`src/rtl/ifetch_queue_pkg.sv`:
```
// ifetch_queue_pkg: shared fetch constants and fetch FSM state encoding
package ifetch_queue_pkg;
    localparam logic [31:0] RESET_PC = 32'h0000_3000;
    localparam int INST_W = 32;
    typedef enum logic [1:0] {IDLE, REQ, WAIT, DROP} fetch_state_t;
endpackage

```
`src/rtl/ifetch_queue_if.sv`:
```
// ifetch_queue_if: instruction memory, redirect and decode handshake bundle
interface ifetch_queue_if;
    import ifetch_queue_pkg::*;
    logic              imem_req;
    logic [31:0]       imem_addr;
    logic              imem_gnt;
    logic              imem_rvalid;
    logic [INST_W-1:0] imem_rdata;
    logic              redir_valid;
    logic [31:0]       redir_pc;
    logic              inst_valid;
    logic [INST_W-1:0] inst;
    logic [31:0]       inst_pc;
    logic              inst_ready;
    modport master (
        output imem_req, imem_addr, inst_valid, inst, inst_pc,
        input  imem_gnt, imem_rvalid, imem_rdata, redir_valid, redir_pc, inst_ready
    );
    modport slave (
        input  imem_req, imem_addr, inst_valid, inst, inst_pc,
        output imem_gnt, imem_rvalid, imem_rdata, redir_valid, redir_pc, inst_ready
    );
endinterface

```
`src/rtl/ifetch_queue_fifo.sv`:
```
// ifetch_queue_fifo: small synchronous FIFO with flush holding fetched {pc, inst} pairs
module ifetch_queue_fifo #(
    parameter int DEPTH = 4,
    parameter int W = 64,
    localparam int PTR_W = $clog2(DEPTH)
) (
    input  logic           clk,
    input  logic           rst,
    input  logic           i_flush,
    input  logic           i_push,
    input  logic           i_pop,
    input  logic [W-1:0]   i_data,
    output logic [PTR_W:0] o_count,
    output logic [W-1:0]   o_head
);
    logic [PTR_W-1:0] r_wr_ptr;
    logic [PTR_W-1:0] r_rd_ptr;
    logic [PTR_W:0]   r_count;
    logic [W-1:0]     r_mem [DEPTH];

    // pointer and occupancy bookkeeping; flush wins over a same-cycle push or pop
    always_ff @(posedge clk or posedge rst) begin
        if (rst) begin
            r_wr_ptr <= '0;
            r_rd_ptr <= '0;
            r_count  <= '0;
        end else if (i_flush) begin
            r_wr_ptr <= '0;
            r_rd_ptr <= '0;
            r_count  <= '0;
        end else begin
            if (i_push) r_wr_ptr <= r_wr_ptr + PTR_W'(1);
            if (i_pop) r_rd_ptr <= r_rd_ptr + PTR_W'(1);
            r_count <= r_count + (PTR_W+1)'(i_push) - (PTR_W+1)'(i_pop);
        end
    end

    // storage is cleared on reset so the head reads zero before the first push
    always_ff @(posedge clk or posedge rst) begin
        if (rst) begin
            for (int i = 0; i < DEPTH; i++) r_mem[i] <= '0;
        end else if (i_push) begin
            r_mem[r_wr_ptr] <= i_data;
        end
    end

    assign o_count = r_count;
    assign o_head  = r_mem[r_rd_ptr];
endmodule

```
`src/rtl/ifetch_queue.sv`:
```
// ifetch_queue: fetch FSM issuing one outstanding imem read at a time into a PC/instruction FIFO
module ifetch_queue #(
    parameter logic [31:0] RESET_PC = ifetch_queue_pkg::RESET_PC,
    parameter int DEPTH = 4,
    localparam int PTR_W = $clog2(DEPTH)
) (
    input logic            clk,
    input logic            rst,
    ifetch_queue_if.master bus
);
    import ifetch_queue_pkg::*;

    localparam logic [PTR_W:0] FULL = (PTR_W+1)'(DEPTH);

    fetch_state_t           r_state;
    fetch_state_t           w_state_nxt;
    logic [31:0]            r_fetch_pc;
    logic [31:0]            w_fetch_pc_nxt;
    logic                   w_req;
    logic                   w_push;
    logic                   w_pop;
    logic [PTR_W:0]         w_count;
    logic [32+INST_W-1:0]   w_head;

    // next state, request and push decode; a redirect turns any read in flight into a drop
    always_comb begin
        w_state_nxt = r_state;
        w_req       = 1'b0;
        w_push      = 1'b0;
        case (r_state)
            IDLE: w_state_nxt = REQ;
            REQ: begin
                w_req = (w_count < FULL);
                if (w_req && bus.imem_gnt) w_state_nxt = bus.redir_valid ? DROP : WAIT;
            end
            WAIT: begin
                w_push      = bus.imem_rvalid && !bus.redir_valid;
                w_state_nxt = bus.imem_rvalid ? REQ : (bus.redir_valid ? DROP : WAIT);
            end
            DROP: w_state_nxt = bus.imem_rvalid ? REQ : DROP;
            default: w_state_nxt = IDLE;
        endcase
        w_fetch_pc_nxt = bus.redir_valid ? (bus.redir_pc & ~32'd3) :
                         w_push ? r_fetch_pc + 32'd4 : r_fetch_pc;
    end

    // fetch FSM state and fetch PC registers
    always_ff @(posedge clk or posedge rst) begin
        if (rst) begin
            r_state    <= IDLE;
            r_fetch_pc <= RESET_PC;
        end else begin
            r_state    <= w_state_nxt;
            r_fetch_pc <= w_fetch_pc_nxt;
        end
    end

    assign w_pop = (w_count != '0) && bus.inst_ready;

    ifetch_queue_fifo #(.DEPTH(DEPTH), .W(32 + INST_W)) u_fifo (
        .clk     (clk),
        .rst     (rst),
        .i_flush (bus.redir_valid),
        .i_push  (w_push),
        .i_pop   (w_pop),
        .i_data  ({r_fetch_pc, bus.imem_rdata}),
        .o_count (w_count),
        .o_head  (w_head)
    );

    assign bus.imem_req   = w_req;
    assign bus.imem_addr  = {r_fetch_pc[31:2], 2'b00};
    assign bus.inst_valid = (w_count != '0);
    assign bus.inst       = w_head[INST_W-1:0];
    assign bus.inst_pc    = w_head[32+INST_W-1:INST_W];
endmodule
```
`src/flat_wrapper.sv`:
```
// flat-port wrapper written by rule: the top's interface ports become plain ports
module ifetch_queue_flat import ifetch_queue_pkg::*;
#(
    parameter logic [31:0] RESET_PC = ifetch_queue_pkg::RESET_PC,
    parameter int DEPTH = 4,
    localparam int PTR_W = $clog2(DEPTH)
)
  (clk, rst, bus_imem_req, bus_imem_addr, bus_inst_valid, bus_inst, bus_inst_pc, bus_imem_gnt, bus_imem_rvalid, bus_imem_rdata, bus_redir_valid, bus_redir_pc, bus_inst_ready);
  ifetch_queue_if bus_i ();
  input logic clk;
  input logic rst;
  output wire logic [$bits(bus_i.imem_req)-1:0] bus_imem_req;
  output wire logic [$bits(bus_i.imem_addr)-1:0] bus_imem_addr;
  output wire logic [$bits(bus_i.inst_valid)-1:0] bus_inst_valid;
  output wire logic [$bits(bus_i.inst)-1:0] bus_inst;
  output wire logic [$bits(bus_i.inst_pc)-1:0] bus_inst_pc;
  input wire logic [$bits(bus_i.imem_gnt)-1:0] bus_imem_gnt;
  input wire logic [$bits(bus_i.imem_rvalid)-1:0] bus_imem_rvalid;
  input wire logic [$bits(bus_i.imem_rdata)-1:0] bus_imem_rdata;
  input wire logic [$bits(bus_i.redir_valid)-1:0] bus_redir_valid;
  input wire logic [$bits(bus_i.redir_pc)-1:0] bus_redir_pc;
  input wire logic [$bits(bus_i.inst_ready)-1:0] bus_inst_ready;
  assign bus_imem_req = bus_i.imem_req;
  assign bus_imem_addr = bus_i.imem_addr;
  assign bus_inst_valid = bus_i.inst_valid;
  assign bus_inst = bus_i.inst;
  assign bus_inst_pc = bus_i.inst_pc;
  assign bus_i.imem_gnt = bus_imem_gnt;
  assign bus_i.imem_rvalid = bus_imem_rvalid;
  assign bus_i.imem_rdata = bus_imem_rdata;
  assign bus_i.redir_valid = bus_redir_valid;
  assign bus_i.redir_pc = bus_redir_pc;
  assign bus_i.inst_ready = bus_inst_ready;
  ifetch_queue #(.RESET_PC(RESET_PC), .DEPTH(DEPTH)) u_core (.clk(clk), .rst(rst), .bus(bus_i));
endmodule
```
`config.mk`:
```
export PLATFORM = sky130hd
export DESIGN_NAME = ifetch_queue_flat
export DESIGN_NICKNAME = d
export VERILOG_FILES = /design/src/rtl/ifetch_queue_pkg.sv /design/src/rtl/ifetch_queue_if.sv /design/src/rtl/ifetch_queue_fifo.sv /design/src/rtl/ifetch_queue.sv /design/src/flat_wrapper.sv
export SDC_FILE = /design/constraint.sdc
export NUM_CORES = 1
export LEC_CHECK = 0
export CAP_MARGIN = 15
export CELL_PAD_IN_SITES_DETAIL_PLACEMENT = 1
export CELL_PAD_IN_SITES_GLOBAL_PLACEMENT = 1
export CORE_AREA = 2 2 182 219
export CTS_CLUSTER_DIAMETER = 200
export DETAILED_ROUTE_END_ITERATION = 12
export DIE_AREA = 0 0 184 221
export DONT_BUFFER_PORTS = 1
export PLACE_DENSITY = 0.63
export SYNTH_ARGS = -nofsm -noshare
export SYNTH_HDL_FRONTEND = slang
export SYNTH_SLANG_ARGS = --single-unit
```
`constraint.sdc`:
```
create_clock -name clk -period 11.81 [get_ports clk]
set_clock_uncertainty 0.15 [all_clocks]
set_input_delay 1.181 -clock clk [delete_from_list [all_inputs] [get_ports clk]]
set_output_delay 1.181 -clock clk [all_outputs]
set_load 0.01 [all_outputs]
```
# --- Word level (Yosys, flattened, before mapping) ---
# Cells that the tools add are included.
op_classes:
  n_mux: 20
  n_reduce_logical: 9
  eq_ne: 4
  add_sub_neg: 5
  n_bitwise: 2
  magnitude_cmp: 4
ops:
  columns: ["cell", "n"]
  rows:
  - ["bitwise mux 256 bit", 1]
  - ["two-way mux 64 bit", 3]
  - ["binary-select mux 64 bit (select 2 bit)", 1]
  - ["demux 64 bit (select 2 bit)", 1]
  - ["two-way mux 32 bit", 2]
  - ["adder 32 x 3 -> 32 bit, second input constant", 1]
  - ["two-way mux 2 bit", 7]
  - ["one-hot mux 2 bit (4 select lines)", 1]
  - [">= comparator 3 bit, second input constant", 2]
  - ["NOT 2 -> 3 bit", 2]
  - ["adder 2 x 1 -> 2 bit, second input constant", 2]
  - ["equality test 2 bit, second input constant", 2]
  - ["logical AND 1 bit", 4]
  - ["nonzero test 2 bit", 2]
  - ["adder 3 x 1 -> 3 bit", 1]
  - ["less-than comparator 3 x 1 -> 1 bit, second input constant", 1]
  - ["less-than comparator 3 bit, second input constant", 1]
  - ["two-way mux 1 bit", 3]
  - ["two-way mux 3 bit", 1]
  - ["nonzero test 3 bit", 1]
  - ["subtractor 3 x 1 -> 3 bit", 1]
  - ["equality test 2 x 1 -> 1 bit, second input constant", 1]
  - ["zero test 2 bit", 1]
  - ["inequality test 2 x 1 -> 1 bit, second input constant", 1]
  - ["zero test 1 bit", 1]
word_totals:
  in_bits: 70
  regBits: 297

# --- Longest topological paths before layout ---
# Gate-level depths: netlist of the first run.
depth:
  depth_word: 6
  ltp_mapped: 8
  mapped_depth_nobuf: 8

# --- By module ---
# Synthesis of the first run repeated with hierarchy kept, for this count alone.
unflattened:
  hier_cells: 883
  hier_area_um2: 13626.8
modules_own_cells:
  columns: ["module", "area_each_um2", "seq_area_each_um2", "cells_each", "n_inst"]
  rows:
  - ["ifetch_queue_fifo", 11657.4, 6581.3, 652, 1]
  - ["ifetch_queue", 1969.4, 803.3, 231, 1]

# --- Least setup slack after synthesis of the first run ---
# OpenSTA, ideal clock, no wires.
synth_path:
  path_kind: "register to output"
  start: "register u_core.u_fifo.r_rd_ptr[0]"
  end: "output bus_inst[10]"
  stages_incl_launch_ff: 4
  path_slack_ns: 8.651
  required_ns: 10.479
  arrival_time_ns: 1.828
  path_buffers: 2
  path_cell_list: "dfrtp_1 > clkbuf_1 > buf_1 > mux4_2"
synth_via:
  elab_chain_cells: 4
synth_rtl:
  columns: ["element", "line", "text"]
  rows:
  - ["from (decl)", "ifetch_queue_fifo.sv:17", "logic [PTR_W-1:0] r_rd_ptr;"]
  - ["from (signal assigned)", "ifetch_queue_fifo.sv:33", "if (i_pop) r_rd_ptr <= r_rd_ptr + PTR_W'(1);"]
  - ["NOT 2 -> 3 bit (implied by the code)", "ifetch_queue_fifo.sv:48", "assign o_head = r_mem[r_rd_ptr];"]
  - ["binary-select mux 64 bit (select 2 bit)", "ifetch_queue_fifo.sv:48", null]
  - ["two-way mux 64 bit (implied by the code) (2 in a row)", "ifetch_queue_fifo.sv:48", null]
  - ["to (decl)", "flat_wrapper.sv:15", "output wire logic [$bits(bus_i.inst)-1:0] bus_inst;"]
# Every way passes these cells. The select of a mux whose other input is x is not followed.

# --- Worst setup path in the final report of the first run ---
layout_path:
  start: "register u_core.u_fifo.r_rd_ptr[0]"
  end: "output bus_inst_pc[30]"
layout_via:
  elab_chain_cells: 4
layout_rtl:
  columns: ["element", "line", "text"]
  rows:
  - ["NOT 2 -> 3 bit (implied by the code)", "ifetch_queue_fifo.sv:48", null]
  - ["binary-select mux 64 bit (select 2 bit)", "ifetch_queue_fifo.sv:48", null]
  - ["two-way mux 64 bit (implied by the code) (2 in a row)", "ifetch_queue_fifo.sv:48", null]
  - ["to (decl)", "flat_wrapper.sv:16", "output wire logic [$bits(bus_i.inst_pc)-1:0] bus_inst_pc;"]
# Every way passes these cells. The select of a mux whose other input is x is not followed.

==> Flow_metrics.wiki, run 1 <==
{| class="wikitable"
! Metric !! Value
|-
| CTS buffer count || 34
|-
| Maximum resistive drop on vdd || 0.0001409 V
|-
| Aggregate negative setup slack || 0 ps
|-
| Final layout net count || 934
|-
| Remaining routing DRC violations || 0
|-
| Post-detail-place hpwl || 18440 µm
|-
| # H-tree levels || 2
|-
| Starting density of the core || 33.61%
|-
| Period Utilization, post-route || 35.22%
|-
| Crit-path max FO || 35
|-
| Number of standard-cell rows in the floorplan || 79
|-
| Internal portion of total power || 2.066 mW
|-
| Number of I/O pins || 168
|-
| Die footprint || 0.04066 mm²
|-
| Min cycle time layout || 4160 ps
|-
| # resized after CTS || 0
|-
| Worst Setup Path Type || flip-flop to output port
|-
| Antenna fix cells || 0
|-
| Register-to-register setup slack || 8680 ps
|-
| Net load switching power || 0.7630 mW
|-
| Number of enable-type register cells in the synthesized netlist || 0
|-
| Starting DRT DRC Count || 323
|-
| Via/cell ratio || 5.348
|-
| Number of antenna violations at the first check in global routing || 1
|-
| Total wirelength of the detailed-routed design || 31030 µm
|-
| Detailed-router iteration count before antenna repair || 4
|-
| Final Hold Viols || 0
|-
| Leakage power total || 6.794 nW
|-
| Final worst-path setup slack || 7650 ps
|-
| CTS Hold Bufs || 0
|-
| Chip Width || 184 µm
|-
| Slew @ Worst Pin || 1165 ps
|-
| Per-instance average area after synthesis || 14.72 µm²
|-
| Core area || 0.03855 mm²
|-
| Number of unique standard cell types used by synthesis || 48
|-
| Post-route ant nets || 0
|-
| FMAX || 240.4 MHz
|-
| Launch point of the worst path || u_core.u_fifo.r_rd_ptr[0]$_DFFE_PP0P_
|-
| Share of the yosys chip area belonging to registers || 55.46%
|-
| TritonCTS sink count || 287
|-
| Reg power frac || 43.2%
|-
| Routability congestion estimate from global placement || 0.7068
|-
| Count of buffers inserted at the top-level ports || 0
|-
| Worst hold path type || flip-flop to flip-flop
|-
| Largest net degree at the start of global routing || 137
|-
| Remaining global-route overflow || 0
|-
| Vias in the first global route || 8026
|-
| Global-route total usage across every layer || 15.59%
|-
| Clock transition at the register clock pins on the worst setup and hold paths after CTS || 60 ps
|-
| Required time at the endpoint of the critical path || 10480 ps
|-
| Average routed wire per standard cell || 22.71 µm
|-
| Y dimension of the die || 221 µm
|-
| Max Buffers Root-to-Sink || 3
|-
| Data arrival time of the critical path || 2830 ps
|-
| Power per Cell Area || 193.6 mW/mm²
|-
| Root buffer cell || sky130_fd_sc_hd__clkbuf_16
|-
| Footprint of the multi-input gates || 0.005474 mm²
|-
| Unrepaired setup endpoints after global routing || false
|-
| Proportion of power drawn by combinational gates || 16.6%
|-
| Endpoint of the lowest-slack register-to-register path || u_core.u_fifo.r_mem[128]$_DFFE_PP0P_
|-
| Area growth from synthesis to final layout || 12.80%
|-
| Worst-case setup slack after placement || 7958 ps
|-
| Worst rel slew slack || 22.32%
|-
| Number of flip-flops and latches in the synthesized netlist || 287
|-
| Critical R2R Launch || u_core.r_state[0]$_DFFE_PP0P_
|-
| Final number of setup-violating endpoints || 0
|-
| Switching Share || 26.97%
|-
| Clock power frac || 40.3%
|-
| Clock tree from TritonCTS || done
|-
| Worst-case hold slack || 348.7 ps
|-
| Total Power || 2.829 mW
|-
| Sequential Area || 0.007192 mm²
|-
| Clock latency of the later-clocked register in the worst-skew pair || 510 ps
|-
| Yosys warning total || 0
|-
| Number of cells on the worst reg-to-reg path || 5
|-
| Cell count after synthesis || 880
|-
| Slew Limit Fails || 0
|-
| Critical path launch point type || flip-flop
|-
| Leading register cell type out of synthesis || sky130_fd_sc_hd__dfrtp_1
|-
| Fraction of registers with async set or reset after synthesis || 100.0%
|-
| Number of fill cells in the layout || 3899
|-
| Capturing element of the worst setup path || bus_inst_pc[30]
|-
| Outcome || finished clean
|-
| Post-synthesis cell area || 0.01295 mm²
|-
| Critical Path End Type || output port
|-
| Vias after detailed routing || 7306
|-
| Share of post-route cells with drive strength above 1 || 43.75%
|-
| Maximum Capacitance Violations || 0
|-
| First-pass GRT wire length || 48700 µm
|-
| # Post-CTS Setup Buffers || 0
|}
## final cells by class
cell class                      count  area share (%)
Clock inverter                     12           1.516
Clock buffer                       48           6.876
Multi-Input combinational cell    512           37.46
Inverter                           14          0.4110
Timing Repair Buffer                7          0.3596
Tap cell                          486           4.161
Sequential cell                   287           49.22
## how the worst min path moves through the flow
stage | from | cells past startpoint | endpoint | slack (ps)
finish | u_core.u_fifo.r_mem[74]$_DFFE_PP0P_ | 1 | u_core.u_fifo.r_mem[74]$_DFFE_PP0P_ | 350
global route | u_core.u_fifo.r_mem[74]$_DFFE_PP0P_ | 1 | u_core.u_fifo.r_mem[74]$_DFFE_PP0P_ | 360
CTS | u_core.u_fifo.r_mem[74]$_DFFE_PP0P_ | 1 | u_core.u_fifo.r_mem[74]$_DFFE_PP0P_ | 350
detailed placement | u_core.u_fifo.r_mem[74]$_DFFE_PP0P_ | 1 | u_core.u_fifo.r_mem[74]$_DFFE_PP0P_ | 340
global placement | u_core.u_fifo.r_mem[40]$_DFFE_PP0P_ | 1 | u_core.u_fifo.r_mem[40]$_DFFE_PP0P_ | 330
floorplan | u_core.u_fifo.r_mem[126]$_DFFE_PP0P_ | 1 | u_core.u_fifo.r_mem[126]$_DFFE_PP0P_ | 320
## layout by cell type (no fill, tap or decap), types with 5 or more instances in the layout
cell type / instances
sky130_fd_sc_hd__buf_4: 7
sky130_fd_sc_hd__a31oi_1: 11
sky130_fd_sc_hd__inv_1: 12
sky130_fd_sc_hd__bufinv_16: 6
sky130_fd_sc_hd__nand2_1: 30
sky130_fd_sc_hd__nand3_1: 15
sky130_fd_sc_hd__nor4_1: 6
sky130_fd_sc_hd__mux2_2: 248
sky130_fd_sc_hd__nor2_1: 24
sky130_fd_sc_hd__or3_1: 6
sky130_fd_sc_hd__or4_1: 11
sky130_fd_sc_hd__o21ai_0: 16
sky130_fd_sc_hd__dfrtp_1: 283
sky130_fd_sc_hd__ha_1: 7
sky130_fd_sc_hd__clkbuf_16: 35
sky130_fd_sc_hd__clkbuf_1: 5
sky130_fd_sc_hd__xor2_1: 6
sky130_fd_sc_hd__o31ai_1: 8
sky130_fd_sc_hd__clkbuf_8: 8
sky130_fd_sc_hd__xnor2_1: 11
sky130_fd_sc_hd__nand4_1: 7
sky130_fd_sc_hd__mux4_2: 62
## metal layers
metal / routed length, µm / global-route usage [%] / up-vias / share of wire [%]
met3: 2259 / 5.135 / 44 / 7.3
met5: 13 / 0 / - / 0.042
met4: 617 / 4.129 / 2 / 2.0
met1: 12670 / 18.95 / 3907 / 41
li1: - / - / 3199 / -
met2: 15460 / 26.50 / 154 / 50
## cell usage after synthesis, types with 7 or more instances
| cell | instances | area [µm²] |
|---|---|---|
| sky130_fd_sc_hd__o21ai_0 | 16 | 80.08 |
| sky130_fd_sc_hd__a31oi_1 | 11 | 68.82 |
| sky130_fd_sc_hd__xnor2_1 | 11 | 96.34 |
| sky130_fd_sc_hd__o31ai_1 | 8 | 60.06 |
| sky130_fd_sc_hd__dfrtp_1 | 285 | 7132 |
| sky130_fd_sc_hd__nor2_1 | 24 | 90.09 |
| sky130_fd_sc_hd__nand3_1 | 15 | 75.07 |
| sky130_fd_sc_hd__inv_1 | 13 | 48.80 |
| sky130_fd_sc_hd__ha_1 | 7 | 87.58 |
| sky130_fd_sc_hd__buf_1 | 12 | 45.04 |
| sky130_fd_sc_hd__nand2_1 | 34 | 127.6 |
| sky130_fd_sc_hd__clkbuf_1 | 48 | 180.2 |
| sky130_fd_sc_hd__mux2_2 | 248 | 2793 |
| sky130_fd_sc_hd__mux4_2 | 62 | 1396 |
| sky130_fd_sc_hd__or4_1 | 11 | 82.58 |
| sky130_fd_sc_hd__nand4_1 | 7 | 43.79 |
## critical path, stage by stage (launching register included)
cell,delay [ps]
sky130_fd_sc_hd__dfrtp_4,880
sky130_fd_sc_hd__buf_4,740
sky130_fd_sc_hd__mux4_2,670
## sequential cells by signal (all words and copies together), names as in the netlist
signal                  flops
u_core.r_fetch_pc          30
u_core.u_fifo.r_mem       248
u_core.u_fifo.r_rd_ptr      2
u_core.u_fifo.o_count       3
u_core.r_state              2
u_core.u_fifo.r_wr_ptr      2
## through the flow
step | cell area, µm² | instances | utilization (%)
after detailed placement | 13390 | 1306 | 34.73
after global placement | 13390 | 1306 | 34.73
after floorplan | 12970 | 883 | -
after CTS | 14610 | 1366 | 37.91
final | 14610 | 1366 | 37.91
after global routing | 14610 | 1366 | 37.91
## logic make-up (layout without fill, tap and decap cells)
family,count (synthesis),after routing,synth area share [%]
muxes,312,312,32.49
adders and majority gates,8,8,0.8306
and+or+nand+nor,123,123,5.032
xor gates and xnor gates,17,17,1.149
other,1,4,0.02895
DFF,287,287,55.46
AOI/OAI and AO/OA,48,48,2.405
buffers and inverters,84,81,2.608
## power groups by stage
stage               logic [mW]  registers, mW  clock network, mW
floorplan                0.447           1.15                  0
global placement         0.474           1.24                  0
detailed placement       0.482           1.24                  0
CTS                      0.483           1.23               1.18
global route             0.511           1.25               1.22
finish                   0.469           1.22               1.14
Note: power is estimated with default switching activity, not from simulation.
==> run 2, diff against run 1 <==
--- a/config.mk
+++ b/config.mk
@@ -5,15 +5,16 @@
 export SDC_FILE = /design/constraint.sdc
 export NUM_CORES = 1
 export LEC_CHECK = 0
+export ABC_AREA = 1
 export CAP_MARGIN = 15
 export CELL_PAD_IN_SITES_DETAIL_PLACEMENT = 1
 export CELL_PAD_IN_SITES_GLOBAL_PLACEMENT = 1
-export CORE_AREA = 2 2 182 219
+export CORE_AREA = 2 2 184 222
 export CTS_CLUSTER_DIAMETER = 200
 export DETAILED_ROUTE_END_ITERATION = 12
-export DIE_AREA = 0 0 184 221
+export DIE_AREA = 0 0 186 224
 export DONT_BUFFER_PORTS = 1
-export PLACE_DENSITY = 0.63
+export PLACE_DENSITY = 0.7
 export SYNTH_ARGS = -nofsm -noshare
 export SYNTH_HDL_FRONTEND = slang
 export SYNTH_SLANG_ARGS = --single-unit
==> constraint.sdc (replaced) <==
create_clock -name clk -period 3.4 [get_ports clk]
set_clock_uncertainty 0.15 [all_clocks]
set_input_delay 0.34 -clock clk [delete_from_list [all_inputs] [get_ports clk]]
set_output_delay 0.34 -clock clk [all_outputs]
set_load 0.01 [all_outputs]
==> run 2 against run 1 <==
Critical path depth increased by 1. Final area increased by 5.5%. Largest cell class unchanged. Sequential power increased to 3.4 times the previous value. Setup slack got worse by 7100 ps. Clock-buffer cell count decreased by 1. Cell count increased by 59%. Via count increased by 52%. Combinational power increased to 5.6 times the previous value. Global-route usage increased by 3.5 points. Largest power group unchanged. Sequential cell count unchanged.
==> Flow_metrics.wiki, run 2 <==
{| class="wikitable"
! Metric !! Value
|-
| Synth area leader || sky130_fd_sc_hd__dfrtp_1
|-
| Y dimension of the die || 224 µm
|-
| Proportion of power drawn by combinational gates || 24.8%
|-
| Slew @ Worst Pin || 1004 ps
|-
| Post-detail-place hpwl || 23930 µm
|-
| Remaining global-route overflow || 0
|-
| Leakage power total || 7.117 nW
|-
| Area growth from synthesis to final layout || 16.42%
|-
| Fraction of the mapped netlist area in compound gates || 19.14%
|-
| Post-route ant nets || 0
|-
| Critical Path End Type || output port
|-
| Vias after detailed routing || 11.08k
|-
| Maximum Capacitance Violations || 0
|-
| Share of the core filled with cells in the final layout || 39.00%
|-
| Most flop-heavy register || u_core.u_fifo.r_mem
|-
| FMAX || 346.8 MHz
|-
| Most frequent cells in the layout || sky130_fd_sc_hd__nand2_1 (380), sky130_fd_sc_hd__dfrtp_1 (283), sky130_fd_sc_hd__o21ai_1 (206)
|-
| Switching Share || 34.64%
|-
| Largest net degree at the start of global routing || 105
|-
| Detailed-router iteration count before antenna repair || 4
|-
| Per-instance average area after synthesis || 8.272 µm²
|-
| Area contributors post-synth || sky130_fd_sc_hd__dfrtp_1 (54%), sky130_fd_sc_hd__nand2_1 (11%), sky130_fd_sc_hd__o21ai_1 (7.8%)
|-
| Number of unique standard cell types used by synthesis || 36
|-
| TritonCTS sink count || 287
|-
| Worst-case hold slack || 67.45 ps
|-
| Commonest non-fill, non-tap cell in the layout || sky130_fd_sc_hd__nand2_1
|-
| Largest family of logic cells by synthesized area || compound AO/OA/AOI/OAI gates
|-
| Min cycle time layout || 2884 ps
|-
| Maximum resistive drop on vdd || 0.0004761 V
|-
| First-pass GRT wire length || 63050 µm
|-
| Net load switching power || 3.653 mW
|-
| Footprint of the multi-input gates || 0.005151 mm²
|-
| Most numerous cell in the Yosys netlist || sky130_fd_sc_hd__nand2_1
|-
| Internal portion of total power || 6.892 mW
|-
| Global-route total usage across every layer || 19.11%
|-
| Via/cell ratio || 5.095
|-
| Average routed wire per standard cell || 18.09 µm
|-
| Starting density of the core || 33.50%
|-
| Post-synthesis cell area || 0.01324 mm²
|-
| Cell count after synthesis || 1601
|-
| # resized after CTS || 0
|-
| Max incr delay on CP || 850 ps
|-
| Core area || 0.03954 mm²
|-
| Arithmetic-cell share of the synthesized area counting full adders, half adders and majority gates || 0.8125%
|-
| Max FFs per register || 248
|-
| Antenna fix cells || 0
|-
| Slew Limit Fails || 0
|-
| Max Buffers Root-to-Sink || 3
|-
| Remaining routing DRC violations || 0
|-
| Chip Width || 186 µm
|-
| Worst Setup Path Type || flip-flop to output port
|-
| Unrepaired setup endpoints after global routing || false
|-
| Leading register cell type out of synthesis || sky130_fd_sc_hd__dfrtp_1
|-
| Worst-case setup slack after placement || 976.5 ps
|-
| Vias in the first global route || 11.60k
|-
| Period Utilization, post-route || 84.82%
|-
| Die footprint || 0.04166 mm²
|-
| Number of flip-flops and latches in the synthesized netlist || 287
|-
| Final layout net count || 1698
|-
| Final instance count without filler cells || 2174
|-
| Crit-path max FO || 72
|-
| Root buffer cell || sky130_fd_sc_hd__clkbuf_16
|-
| Final worst-path setup slack || 516.2 ps
|-
| Clock power frac || 35.4%
|-
| Clock latency of the later-clocked register in the worst-skew pair || 520 ps
|-
| Fraction of synthesized cell area in xor and xnor cells || 0.06613%
|-
| Yosys warning total || 0
|-
| Routability congestion estimate from global placement || 0.7957
|-
| CP max stage cell || sky130_fd_sc_hd__dfrtp_4
|-
| Number of standard-cell rows in the floorplan || 80
|-
| Sequential Area || 0.007189 mm²
|-
| Post-synthesis mux area share || 0%
|-
| Total Power || 10.54 mW
|-
| # H-tree levels || 2
|-
| Reg power frac || 39.8%
|-
| Required time at the endpoint of the critical path || 2910 ps
|-
| Post-Synth Simple-Gate Area || 18.72%
|-
| Clock transition at the register clock pins on the worst setup and hold paths after CTS || 60 ps
|-
| Total placed cells including tap cells || 2050
|-
| Count of buffers inserted at the top-level ports || 0
|-
| Critical path launch point type || flip-flop
|-
| Clock tree from TritonCTS || done
|-
| Worst hold path type || input port to flip-flop
|-
| CTS buffer count || 34
|-
| Share of post-route cells with drive strength above 1 || 6.033%
|-
| Final Hold Viols || 0
|-
| Fraction of registers with async set or reset after synthesis || 100.0%
|-
| Share of the yosys chip area belonging to registers || 54.25%
|-
| Cell-by-cell listing of the critical path || buf_12 -> o21ai_0 -> o22ai_1
|-
| Power per Cell Area || 683.9 mW/mm²
|-
| Number of fill cells in the layout || 4644
|-
| Number of I/O pins || 168
|-
| Most frequent cells after synthesis || sky130_fd_sc_hd__nand2_1 (380), sky130_fd_sc_hd__dfrtp_1 (285), sky130_fd_sc_hd__o21ai_1 (206)
|-
| Area share of the leading cell type in the synthesized netlist || 53.85%
|-
| Outcome || finished clean
|-
| Starting DRT DRC Count || 507
|-
| Data arrival time of the critical path || 2390 ps
|-
| Total wirelength of the detailed-routed design || 39330 µm
|-
| Number of enable-type register cells in the synthesized netlist || 0
|-
| Number of antenna violations at the first check in global routing || 0
|-
| Worst rel slew slack || 32.86%
|-
| Final number of setup-violating endpoints || 0
|}
## run 2: cell count changes after synthesis, sizes merged, moves of 11 or more
cell	change
o21ai	+375
nor2	+162
nand2	+350
or4	-11
o22ai	+65
buf	+24
nand3	+32
clkbuf	+13
xnor2	-11
mux2	-248
inv	+79
mux4	-62
## run 2: stage by stage
step	TNS [ps]	cell area, µm²
floorplan	-254670	13260
global placement	0	13610
detailed placement	0	13610
CTS	0	15420
global route	0	15420
finish	0	15420
## run 2: layer usage
metal	routed length, µm	vias up	global-route usage, %
li1	-	5335	-
met1	17450	5498	23.77
met3	1687	50	3.723
met2	19180	193	33.21
met4	1008	0	5.969
met5	0	-	0
## run 2: area by class of cell
type | instances | share of cell area [%]
Sequential cell | 287 | 46.63
Multi-Input combinational cell | 1117 | 33.41
Clock buffer | 47 | 6.492
Timing Repair Buffer | 87 | 5.973
Tap cell | 533 | 4.325
Inverter | 93 | 2.305
Clock inverter | 10 | 0.8683
## run 2: power by group through the flow
stage / clock network [mW] / logic [mW] / registers, mW
2_1_floorplan: 0 / 1.92 / 4.10
3_3_place_gp: 0 / 2.51 / 4.24
3_5_place_dp: 0 / 2.57 / 4.26
4_1_cts: 3.85 / 2.66 / 4.20
5_1_grt: 3.98 / 2.93 / 4.26
6_report: 3.74 / 2.61 / 4.20
## run 2: path summary, 6_finish.rpt
| path | startpoint | to | slack [ps] | cells after the start |
|---|---|---|---|---|
| max | u_core.u_fifo.r_rd_ptr[0]$_DFFE_PP0P_ | bus_inst_pc[10] | 520 | 3 |
| min | bus_inst_ready | u_core.u_fifo.r_rd_ptr[0]$_DFFE_PP0P_ | 70 | 2 |
| max reg2reg | u_core.u_fifo.o_count[1]$_DFF_PP0_ | u_core.u_fifo.o_count[2]$_DFF_PP0_ | 890 | 9 |
| min reg2reg | u_core.u_fifo.r_mem[175]$_DFFE_PP0P_ | u_core.u_fifo.r_mem[175]$_DFFE_PP0P_ | 330 | 2 |
| max in group asynchronous | rst | u_core.r_fetch_pc[13]$_DFFE_PP1N_ | 1850 | 3 |
| min in group asynchronous | rst | u_core.u_fifo.r_mem[18]$_DFFE_PP0P_ | 290 | 2 |
## run 2: critical path, delay by kind of cell (launching register included)
family                 cells  cell delay, ps
buffers and inverters      1             390
DFF                        1             850
AOI/OAI and AO/OA          2             600
## run 2: repair_timing
| item | CTS | global route |
|---|---|---|
| hold buffers | 67 | 0 |
| setup buffers | 0 | 0 |
| hold endpoints to repair | 187 | 0 |
## run 2: kinds of logic (layout without fill, tap and decap cells)
group | Yosys count | in the layout
AO/OA/AOI/OAI | 481 | 481
XOR/XNOR | 1 | 1
buffers and inverters | 200 | 237
flip-flops | 287 | 287
adder cells (fa/ha/maj) | 8 | 8
AND/OR/NAND/NOR | 623 | 623
other | 1 | 4
